<file path="src/rtl/imem_loader.sv">
// rtl/imem_loader.sv - byte-stream boot loader for the instruction memory.
// Frame is count N, 4N little-endian data bytes, then an XOR checksum byte.
module imem_loader #(
  parameter int ADDR_WIDTH = 32,
  parameter int MEM_BYTES  = 32,
  parameter int MAX_WORDS  = MEM_BYTES / 4
) (
  input  logic                  clk,
  input  logic                  reset,
  input  logic                  start,
  input  logic                  in_valid,
  input  logic [7:0]            in_data,
  output logic                  in_ready,
  output logic                  wr_en,
  output logic [ADDR_WIDTH-1:0] wr_addr,
  output logic [7:0]            wr_data,
  output logic                  cpu_reset,
  output logic                  done,
  output logic                  error,
  output logic [7:0]            word_count
);

  localparam int CW = $clog2(MEM_BYTES) + 1;

  typedef enum logic [2:0] {
    S_IDLE, S_HDR, S_DATA, S_CSUM, S_DONE, S_ERR
  } state_t;

  state_t                state_q, state_d;
  logic                  in_ready_q, in_ready_d;
  logic                  wr_en_q, wr_en_d;
  logic [ADDR_WIDTH-1:0] wr_addr_q, wr_addr_d;
  logic [7:0]            wr_data_q, wr_data_d;
  logic                  cpu_reset_q, cpu_reset_d;
  logic                  done_q, done_d;
  logic                  error_q, error_d;
  logic [7:0]            word_count_q, word_count_d;
  logic [CW-1:0]         cnt_q, cnt_d;
  logic [7:0]            acc_q, acc_d;

  logic       xfer;
  logic [9:0] cnt_inc;
  logic [9:0] frame_bytes;

  assign xfer        = in_valid & in_ready_q;
  assign cnt_inc     = 10'(cnt_q) + 10'd1;
  assign frame_bytes = {word_count_q, 2'b00};

  always_comb begin
    state_d      = state_q;
    wr_en_d      = 1'b0;
    wr_addr_d    = wr_addr_q;
    wr_data_d    = wr_data_q;
    cpu_reset_d  = cpu_reset_q;
    done_d       = done_q;
    error_d      = error_q;
    word_count_d = word_count_q;
    cnt_d        = cnt_q;
    acc_d        = acc_q;
    case (state_q)
      S_IDLE, S_DONE, S_ERR: begin
        if (start) begin
          state_d     = S_HDR;
          done_d      = 1'b0;
          error_d     = 1'b0;
          cpu_reset_d = 1'b1;
        end
      end
      S_HDR: begin
        if (xfer) begin
          word_count_d = in_data;
          if (in_data == 8'd0 || 32'(in_data) > MAX_WORDS) begin
            state_d = S_ERR;
            error_d = 1'b1;
          end else begin
            state_d = S_DATA;
            cnt_d   = '0;
            acc_d   = '0;
          end
        end
      end
      S_DATA: begin
        if (xfer) begin
          wr_en_d   = 1'b1;
          wr_addr_d = ADDR_WIDTH'(cnt_q);
          wr_data_d = in_data;
          acc_d     = acc_q ^ in_data;
          cnt_d     = cnt_q + CW'(1);
          if (cnt_inc == frame_bytes) state_d = S_CSUM;
        end
      end
      S_CSUM: begin
        // Checksum byte is compared only; it never reaches memory.
        if (xfer) begin
          if (in_data == acc_q) begin
            state_d     = S_DONE;
            done_d      = 1'b1;
            cpu_reset_d = 1'b0;
          end else begin
            state_d = S_ERR;
            error_d = 1'b1;
          end
        end
      end
      default: state_d = S_IDLE;
    endcase
    in_ready_d = (state_d == S_HDR) || (state_d == S_DATA) || (state_d == S_CSUM);
  end

  always_ff @(posedge clk or negedge reset) begin
    if (!reset) begin
      state_q      <= S_IDLE;
      in_ready_q   <= 1'b0;
      wr_en_q      <= 1'b0;
      wr_addr_q    <= '0;
      wr_data_q    <= '0;
      cpu_reset_q  <= 1'b1;
      done_q       <= 1'b0;
      error_q      <= 1'b0;
      word_count_q <= '0;
      cnt_q        <= '0;
      acc_q        <= '0;
    end else begin
      state_q      <= state_d;
      in_ready_q   <= in_ready_d;
      wr_en_q      <= wr_en_d;
      wr_addr_q    <= wr_addr_d;
      wr_data_q    <= wr_data_d;
      cpu_reset_q  <= cpu_reset_d;
      done_q       <= done_d;
      error_q      <= error_d;
      word_count_q <= word_count_d;
      cnt_q        <= cnt_d;
      acc_q        <= acc_d;
    end
  end

  assign in_ready   = in_ready_q;
  assign wr_en      = wr_en_q;
  assign wr_addr    = wr_addr_q;
  assign wr_data    = wr_data_q;
  assign cpu_reset  = cpu_reset_q;
  assign done       = done_q;
  assign error      = error_q;
  assign word_count = word_count_q;

endmodule

</file>
<file path="config.mk">
export PLATFORM = sky130hd
export DESIGN_NAME = imem_loader
export DESIGN_NICKNAME = d
export VERILOG_FILES = /design/src/rtl/imem_loader.sv
export SDC_FILE = /design/constraint.sdc
export NUM_CORES = 1
export LEC_CHECK = 0
export ABC_AREA = 1
export BUFFER_PORTS_ARGS = -buffer_cell sky130_fd_sc_hd__buf_2
export CAP_MARGIN = 40
export CELL_PAD_IN_SITES_DETAIL_PLACEMENT = 1
export CELL_PAD_IN_SITES_GLOBAL_PLACEMENT = 2
export CORE_MARGIN = 1.5
export CORE_UTILIZATION = 31
export DETAILED_ROUTE_END_ITERATION = 8
export MAX_ROUTING_LAYER = met4
export PLACE_DENSITY_LB_ADDON = 0.1
export SYNTH_ARGS = -nofsm -noshare
export SYNTH_HDL_FRONTEND = slang
export SYNTH_SLANG_ARGS = --single-unit
</file>
<file path="constraint.sdc">
create_clock -name clk -period 3 [get_ports clk]
set_clock_uncertainty 0.1 [all_clocks]
set_input_delay 0.3 -clock clk [delete_from_list [all_inputs] [get_ports clk]]
set_output_delay 0.3 -clock clk [all_outputs]
set_load 0.05 [all_outputs]
</file>
# Yosys cells after proc, flatten, opt, wreduce, memory -nomap -nowiden
# Cells that the tools add are included.
# word_totals
output_inout_bits,53
in_bits,12
mem_bits_ro,0
ram_bits,0
regBits,44
latch_bits,0
elab_cells,79
memories,0
# classes
n_mux,31
n_mul,0
reduce_logical,14
n_eq_ne,18
bitwise,2
addsub,2
div_mod_pow,0
n_lt_le_gt_ge,1
shift,0
# ops
cell,count
$mux 8,3
$mux 3,6
$mux 6,3
$ne 2x2->1 const B,8
$pmux 8 s2,1
$mux 1,13
$eq 3x2->1 const B,4
$pmux 3 s4,1
$pmux 6 s2,1
$eq 7x10->1,1
$eq 8x8->1,1
$gt 8x4->1 const B,1
$logic_not 8->1,1
$reduce_and 4->1,2
$xor 8x8->8,1
$add 6x1->7 const B,1
$add 6x1->6 const B,1
$eq 3x1->1 const B,2
$eq 3x3->1 const B,2
$reduce_and 6->1,1
$pmux 1 s2,2
$reduce_and 2->1,2
$reduce_bool 2->1,2
$logic_not 3->1,1
5 further kinds,7

# Logic depth before layout (Yosys ltp)
# Gate-level depths: netlist of the first run.
# depth
word_depth,8
depth_mapped,12
depth_no_buf,12

# Worst setup path before layout of the first run
# Ideal clock, no wire load.
# synth_path
path_kind,register to register
start,"register in_ready_q, in the netlist in_ready"
end,"register in_ready_q, in the netlist in_ready"
t_arrival_ns,1.521
n_path_buf,0
setup_ns,0.063
period_less_slack_ns,1.683
stages_incl_launch_ff,11
slack_ns,1.317
t_required_ns,2.837
path_cell_list,dfrtp_1 > nand2_1 > inv_2 > nand2_2 > nor2_2 > nand3_1 > nor2_1 > nand3_1 > nand3_1 > nand2_1 > inv_1
# synth_between
elab_chain_len,6
word_cells_on_any_way,10
classes_between,eq/ne (3); mux (4); bitwise (1); reduce/logical (2)
# synth_rtl
item,line_no,text
start: declaration,30,"logic in_ready_q, in_ready_d;"
start signal: assignment,125,in_ready_q <= in_ready_d;
$and 1x1->1 (*),45,assign xfer = in_valid & in_ready_q;
"$mux 3, on equally long branches","94, 70, 83",
$pmux 3 s4 (*),60,case (state_q)
$eq 3x1->1 or $eq 3x2->1 (tied branches),107,in_ready_d = (state_d == S_HDR) || (state_d == S_DATA) || (state_d == S_CSUM);
$logic_or 1x1->1,107,
$logic_or 1x1->1 (*),107,
named net in_ready_d,30,
# Mark *: on every way through the listed nets, which the timed path passes. The rest lies on a longest branch.
# A chain may end at the register's enable or synchronous reset.

# Final worst setup path of the first run
# layout_path
start,register cnt_q[0]
end,"register in_ready_q, in the netlist in_ready"
# layout_between
elab_chain_len,8
word_cells_on_any_way,10
classes_between,add/sub (1); eq/ne (4); mux (3); reduce/logical (2)
# layout_rtl
item,line_no,text
start: declaration,38,"logic [CW-1:0] cnt_q, cnt_d;"
start signal: assignment,133,cnt_q <= cnt_d;
$add 6x1->7 (*),46,assign cnt_inc = 10'(cnt_q) + 10'd1;
$eq 7x10->1 (*),89,if (cnt_inc == frame_bytes) state_d = S_CSUM;
$mux 3 (*),89,
$mux 3 (*),83,if (xfer) begin
$pmux 3 s4 (*),60,
$eq 3x1->1 or $eq 3x2->1 (tied branches),107,
$logic_or 1x1->1,107,
$logic_or 1x1->1 (*),107,
named net in_ready_d,30,
# Marks and branches as above.

==> results of run 1 <==
[Yosys cell counts]
cell,instances,share of area
nand2_1,93,0.15
dfrtp_1,43,0.47
inv_1,33,0.054
buf_4,26,0.085
o21ai_0,21,0.046
o22ai_1,13,0.035
nand3_1,12,0.026
nor2_1,11,0.018
inv_2,9,0.015
o21ai_1,6,0.013
clkbuf_1,4,0.0065
nand2_2,3,0.0082
nand3b_1,3,0.0098
a21oi_1,2,0.0044
nand4_1,2,0.0055
nor2_2,2,0.0055
buf_2,1,0.0022
buf_6,1,0.0049
conb_1,1,0.0016
dfstp_2,1,0.011
ha_1,1,0.0055
nor3_4,1,0.0071
o2111ai_1,1,0.0038
o21a_1,1,0.0033
o21bai_1,1,0.0033
o31ai_1,1,0.0033
[how the worst max path moves through the flow]
stage,from,end,slack (ps),cells past startpoint
after floorplan,in_ready,in_ready,1320,10
after global placement,in_valid,in_ready,1250,11
after detailed placement,cnt_q[0],in_ready,1220,12
after CTS,cnt_q[0],in_ready,1180,12
after global routing,cnt_q[0],in_ready,1040,12
final,cnt_q[0],in_ready,1220,12
[area by class of cell]
| cell class | instances | share of cell area |
|---|---|---|
| clock inverters | 3 | 0.0176 |
| clock buffers | 5 | 0.0262 |
| inverters | 42 | 0.0600 |
| flip-flops and latches | 44 | 0.420 |
| multi-input cells | 200 | 0.343 |
| well taps | 99 | 0.0471 |
| repair buffers | 41 | 0.0867 |
[layout by cell type (no fill, tap or decap), types with 2 or more instances in the layout]
master / Yosys / final
conb_1: 1 / 26
nand3_1: 12 / 12
inv_1: 33 / 33
o21ai_1: 6 / 6
a21oi_1: 2 / 2
inv_2: 9 / 9
nand2_2: 3 / 3
nor2_1: 11 / 11
nor2_2: 2 / 2
nand4_1: 2 / 2
buf_2: 1 / 38
clkbuf_8: 0 / 5
nand2_1: 93 / 93
nand3b_1: 3 / 3
o22ai_1: 13 / 13
dfrtp_1: 43 / 43
o21ai_0: 21 / 21
[tightest hold or removal path: stages]
cell	delay [ps]
buf_2	110
inv_2	70
o21ai_1	70
[metrics by stage]
step	total power, mW	hold slack (ps)	std cells	area [um2]
after floorplan	1.81	-95.6	318	2390
after global placement	2.05	361	424	2480
after detailed placement	2.07	178	425	2500
after CTS	2.57	159	434	2630
after global routing	2.73	169	434	2630
final	2.52	171	434	2630
[routing by layer]
metal | wire [um] | vias up | global-route usage
li1 | - | 952 | -
met3 | 182 | 8 | 0.0277
met5 | 0 | - | -
met1 | 2630 | 886 | 0.199
met2 | 2610 | 35 | 0.249
met4 | 87 | 0 | 0.0545
[repair_timing]
| item | 4_1_cts | 5_1_grt |
|---|---|---|
| hold buffers | 1 | 0 |
| endpoints found under the hold margin | 16 | 0 |
| resized for setup | 0 | 0 |
[logic make-up after synthesis]
| group | share of synthesized area |
|---|---|
| fa+ha+maj | 0.00545 |
| flops | 0.481 |
| compound gates | 0.112 |
| other cells | 0.00164 |
| buf+inv | 0.167 |
| simple gates | 0.232 |
[registers in the layout, indices dropped and copies added, names as in the netlist]
signal and count:
wr_data 8, wr_addr 6, word_count 8, done 1, error 1, acc_q 8
cnt_q 6, cpu_reset 1, in_ready 1, state_q 3, wr_en 1
[power groups by stage]
stage / logic [mW] / clock network (mW) / registers (mW)
final: 1.12 / 0.475 / 0.924
after global routing: 1.25 / 0.519 / 0.952
after CTS: 1.14 / 0.497 / 0.926
after detailed placement: 1.14 / 0 / 0.933
after global placement: 1.12 / 0 / 0.934
after floorplan: 0.594 / 0 / 1.22
==> results.toml, run 1 <==
[cts]
cts_buffers = 5
h-tree-depth = 2
cts_sinks = 44
post-cts-setup-buffers = 0
cts_tree = "done"
clockBufferDepth = 2
clk_latency_ps = 310
clk_pin_slew_ps = 90
cts-root-buf = "clkbuf_8"

[critical_path]
r2r_end = "in_ready"
worstReg2RegStart = "cnt_q[0]"
cp.arrival_ps = 1930
crit_path_max_incr_delay_ps = 440
critical_path.top_delay_family = "simple AND/OR/NAND/NOR gates"
crit_chain = "ha_1 -> nand2_1 -> inv_1 -> nand2_1 -> nand2_1 -> nand2_1 -> nand2_1 -> nor2_1 -> nand3_1 -> nand3_1 -> nand2_1 -> inv_1"
reg2reg_depth = 12
critPathSlowestCell = "dfrtp_1"
path_class = "flop to flop"
crit_path_frequent_cell = "nand2_1"
crit_path_end_kind = "flop"
required_ps = 3150
startpoint_type = "flop"
regToRegSetupSlack_ps = 1220
crit_path_max_fanout = 5
crit_buf_inv = 2

[job]
max_cap_viol_count = 0

[pwr]
powerDensity_mw_per_mm2 = 961
power.switching_mw = 1.21
p_leak_nw = 1.49
p_comb_frac = 0.446
seqPwrFrac = 0.366
swShare = 0.478
cell_internal_pwr_mw = 1.32
p_clk_frac = 0.188
ir_drop_v = 0.000265

[floorplan]
pin_count = 65
fp.dieH_um = 89.0
core_mm2 = 0.00721
num_rows = 31
start_util = 0.318
dieArea_mm2 = 0.00792
die_w_um = 89.0

[route]
firstDrtPassIters = 4
post-route-drc-count = 0
num_vias = 1881
drt-total-wl_um = 5510
ant_nets = 0
viasPerCell = 4.33
routedWlPerCell_um = 12.7
drtIter0Drc = 31

[timing]
rsz0062_at_grt = "no"
drv_slew = 0
setup_viol = 0
fin_ws_ps = 1220
fin_crit_ps = 1780
timing.final.crit_share = 0.595
hold_viol_final = 0
final.setup.tns_ps = 0
fmax_mhz = 560

[global_routing]
antenna_found_initial = 0
grt_pass1_wl_um = 9000
track_usage = 0.156
grt_max_degree = 28
gr-total-overflow = 0
grt_pass1_vias = 1833

[placed_design]
gp_congestion = 0.754
dpl.hpwl_um = 4190
pre_cts_ws_ps = 1220
port-buffer-count = 38

[yosys]
ys_seq_elements = 44
synth_cells = 293
avgSynthCellArea_um2 = 7.83
yosysSeqAreaShare = 0.481
synth.cell_area_mm2 = 0.00229
synth_warnings = 0
yosysUniqueCellTypes = 26

[finish]
seq_area_mm2 = 0.00110
area_delta_synth_final_pct = 14.6
fin_util = 0.364
num-fill-cells = 935
drive_above_1_share = 0.191
multi_input_area_um2 = 901
layout.nets = 347
antennaDiodeCount = 0

[hold_path]
hold_start = "in_data[7]"
holdPathEnd = "word_count[7]"
hold_path.class = "input port to flop"
hold_depth = 3

[run_status]
status = "finished, final reports clean"
(Power assumes the default switching activity.)
==> run 2, diff against run 1 <==
--- a/config.mk
+++ b/config.mk
@@ -11,7 +11,7 @@
 export CELL_PAD_IN_SITES_DETAIL_PLACEMENT = 1
 export CELL_PAD_IN_SITES_GLOBAL_PLACEMENT = 2
 export CORE_MARGIN = 1.5
-export CORE_UTILIZATION = 31
+export CORE_UTILIZATION = 29
 export DETAILED_ROUTE_END_ITERATION = 8
 export MAX_ROUTING_LAYER = met4
 export PLACE_DENSITY_LB_ADDON = 0.1
==> constraint.sdc (replaced) <==
create_clock -name clk -period 1.81 [get_ports clk]
set_clock_uncertainty 0.1 [all_clocks]
set_input_delay 0.181 -clock clk [delete_from_list [all_inputs] [get_ports clk]]
set_output_delay 0.181 -clock clk [all_outputs]
set_load 0.05 [all_outputs]
==> results.toml, run 2 (synthesis gave the netlist of run 1 again) <==
[run_status]
status = "finished, final reports clean"

[cts]
cts_tree = "done"
h-tree-depth = 2
cts-root-buf = "clkbuf_8"
cts_sinks = 44
clk_pin_slew_ps = 80
cts_buffers = 5
clk_latency_ps = 310
clockBufferDepth = 2

[placed_design]
gp_congestion = 0.743
dp.cells = 429
port-buffer-count = 38
dpl.hpwl_um = 4380
placed_cell_area_mm2 = 0.00251
pre_cts_ws_ps = 42.6

[floorplan]
start_util = 0.298
num_rows = 32
dieArea_mm2 = 0.00845
pin_count = 65
core_mm2 = 0.00769
fp.dieH_um = 91.9
die_w_um = 91.9

[finish]
layout.nets = 351
final_common_cell = "nand2_1"
final_area_mm2 = 0.00268
num-fill-cells = 999
drive_above_1_share = 0.221
antennaDiodeCount = 0
layout_common_cells = "nand2_1 (90), dfrtp_1 (42), buf_2 (38)"
finalNonFillerCells = 441
area_delta_synth_final_pct = 16.7
fin_util = 0.348

[critical_path]
crit_path_end_kind = "flop"
required_ps = 1950
path_class = "flop to flop"
reg2reg_depth = 11
cp.arrival_ps = 1810
r2r_end = "in_ready"
regToRegSetupSlack_ps = 140
worstReg2RegStart = "cnt_q[0]"
startpoint_type = "flop"
crit_path_max_fanout = 4

[timing]
final.setup.tns_ps = 0
hold_viol_final = 0
fmax_mhz = 599
rsz0062_at_grt = "no"
setup_viol = 0
timing.final.crit_share = 0.923
drv_slew = 0
fin_ws_ps = 140
fin_crit_ps = 1670
whs_ps = 63.8

[route]
firstDrtPassIters = 4
drtIter0Drc = 60
num_vias = 1899
routedWlPerCell_um = 13.1
viasPerCell = 4.31
ant_nets = 0
post-route-drc-count = 0
drt-total-wl_um = 5790

[pwr]
p_leak_nw = 1.51
power_mw = 4.18
powerDensity_mw_per_mm2 = 1560
ir_drop_v = 0.000340

[hold_path]
hold_path.class = "input port to flop"
hold_depth = 3
hold_start = "in_data[6]"
holdPathEnd = "word_count[6]"

[global_routing]
grt_max_degree = 28
gr-total-overflow = 0
antenna_found_initial = 0
grt_pass1_vias = 1923
track_usage = 0.154
grt_pass1_wl_um = 9720

[job]
max_cap_viol_count = 0
run 2: power breakdown:
part / leakage, nW / switching (mW) / internal (mW)
logic: 0.916 / 1.43 / 0.513
registers: 0.538 / 0.251 / 1.29
clock network: 0.0515 / 0.343 / 0.349
run 2: worst max-delay path by stage:
stage	slack [ps]	startpoint	end	cells past startpoint
after CTS	50	cnt_q[0]	in_ready	12
after global placement	50	cnt_q[0]	in_ready	12
after global routing	10	cnt_q[0]	in_ready	12
after detailed placement	40	cnt_q[0]	in_ready	12
final	140	cnt_q[0]	in_ready	11
after floorplan	130	in_ready	in_ready	10
run 2: worst max-delay path, stage by stage, from the launching register on:
cell and delay (ps):
dfrtp_2 450, ha_4 180, nand2_2 90, buf_4 130
nand3_1 70, nand2_1 80, nand3_1 70, nor2_1 120
nand3_1 110, nand3_1 100, nand2_1 50, inv_1 50
run 2: what timing repair did:
| item | in CTS | in global routing |
|---|---|---|
| gates resized for setup | 1 | 8 |
| hold buffers | 1 | 0 |
| buffers inserted | 0 | 3 |
| endpoints found under the hold margin | 17 | 0 |
| pin swaps | 0 | 4 |
| endpoints found under the setup margin | 1 | 2 |
run 2: area by class of cell:
type | instances | area [um2] | share of cell area
clock buffers | 8 | 100 | 0.0374
inverters | 42 | 158 | 0.0589
multi-input cells | 200 | 930 | 0.347
flip-flops and latches | 44 | 1100 | 0.412
well taps | 102 | 128 | 0.0477
repair buffers | 45 | 258 | 0.0963
run 2: metal layers:
| metal | vias to the layer above | track usage | share of wire |
|---|---|---|---|
| met5 | - | - | 0 |
| met4 | 0 | 0.0385 | 0.0095 |
| met3 | 5 | 0.0373 | 0.039 |
| met2 | 43 | 0.243 | 0.47 |
| met1 | 892 | 0.199 | 0.48 |
| li1 | 959 | - | - |
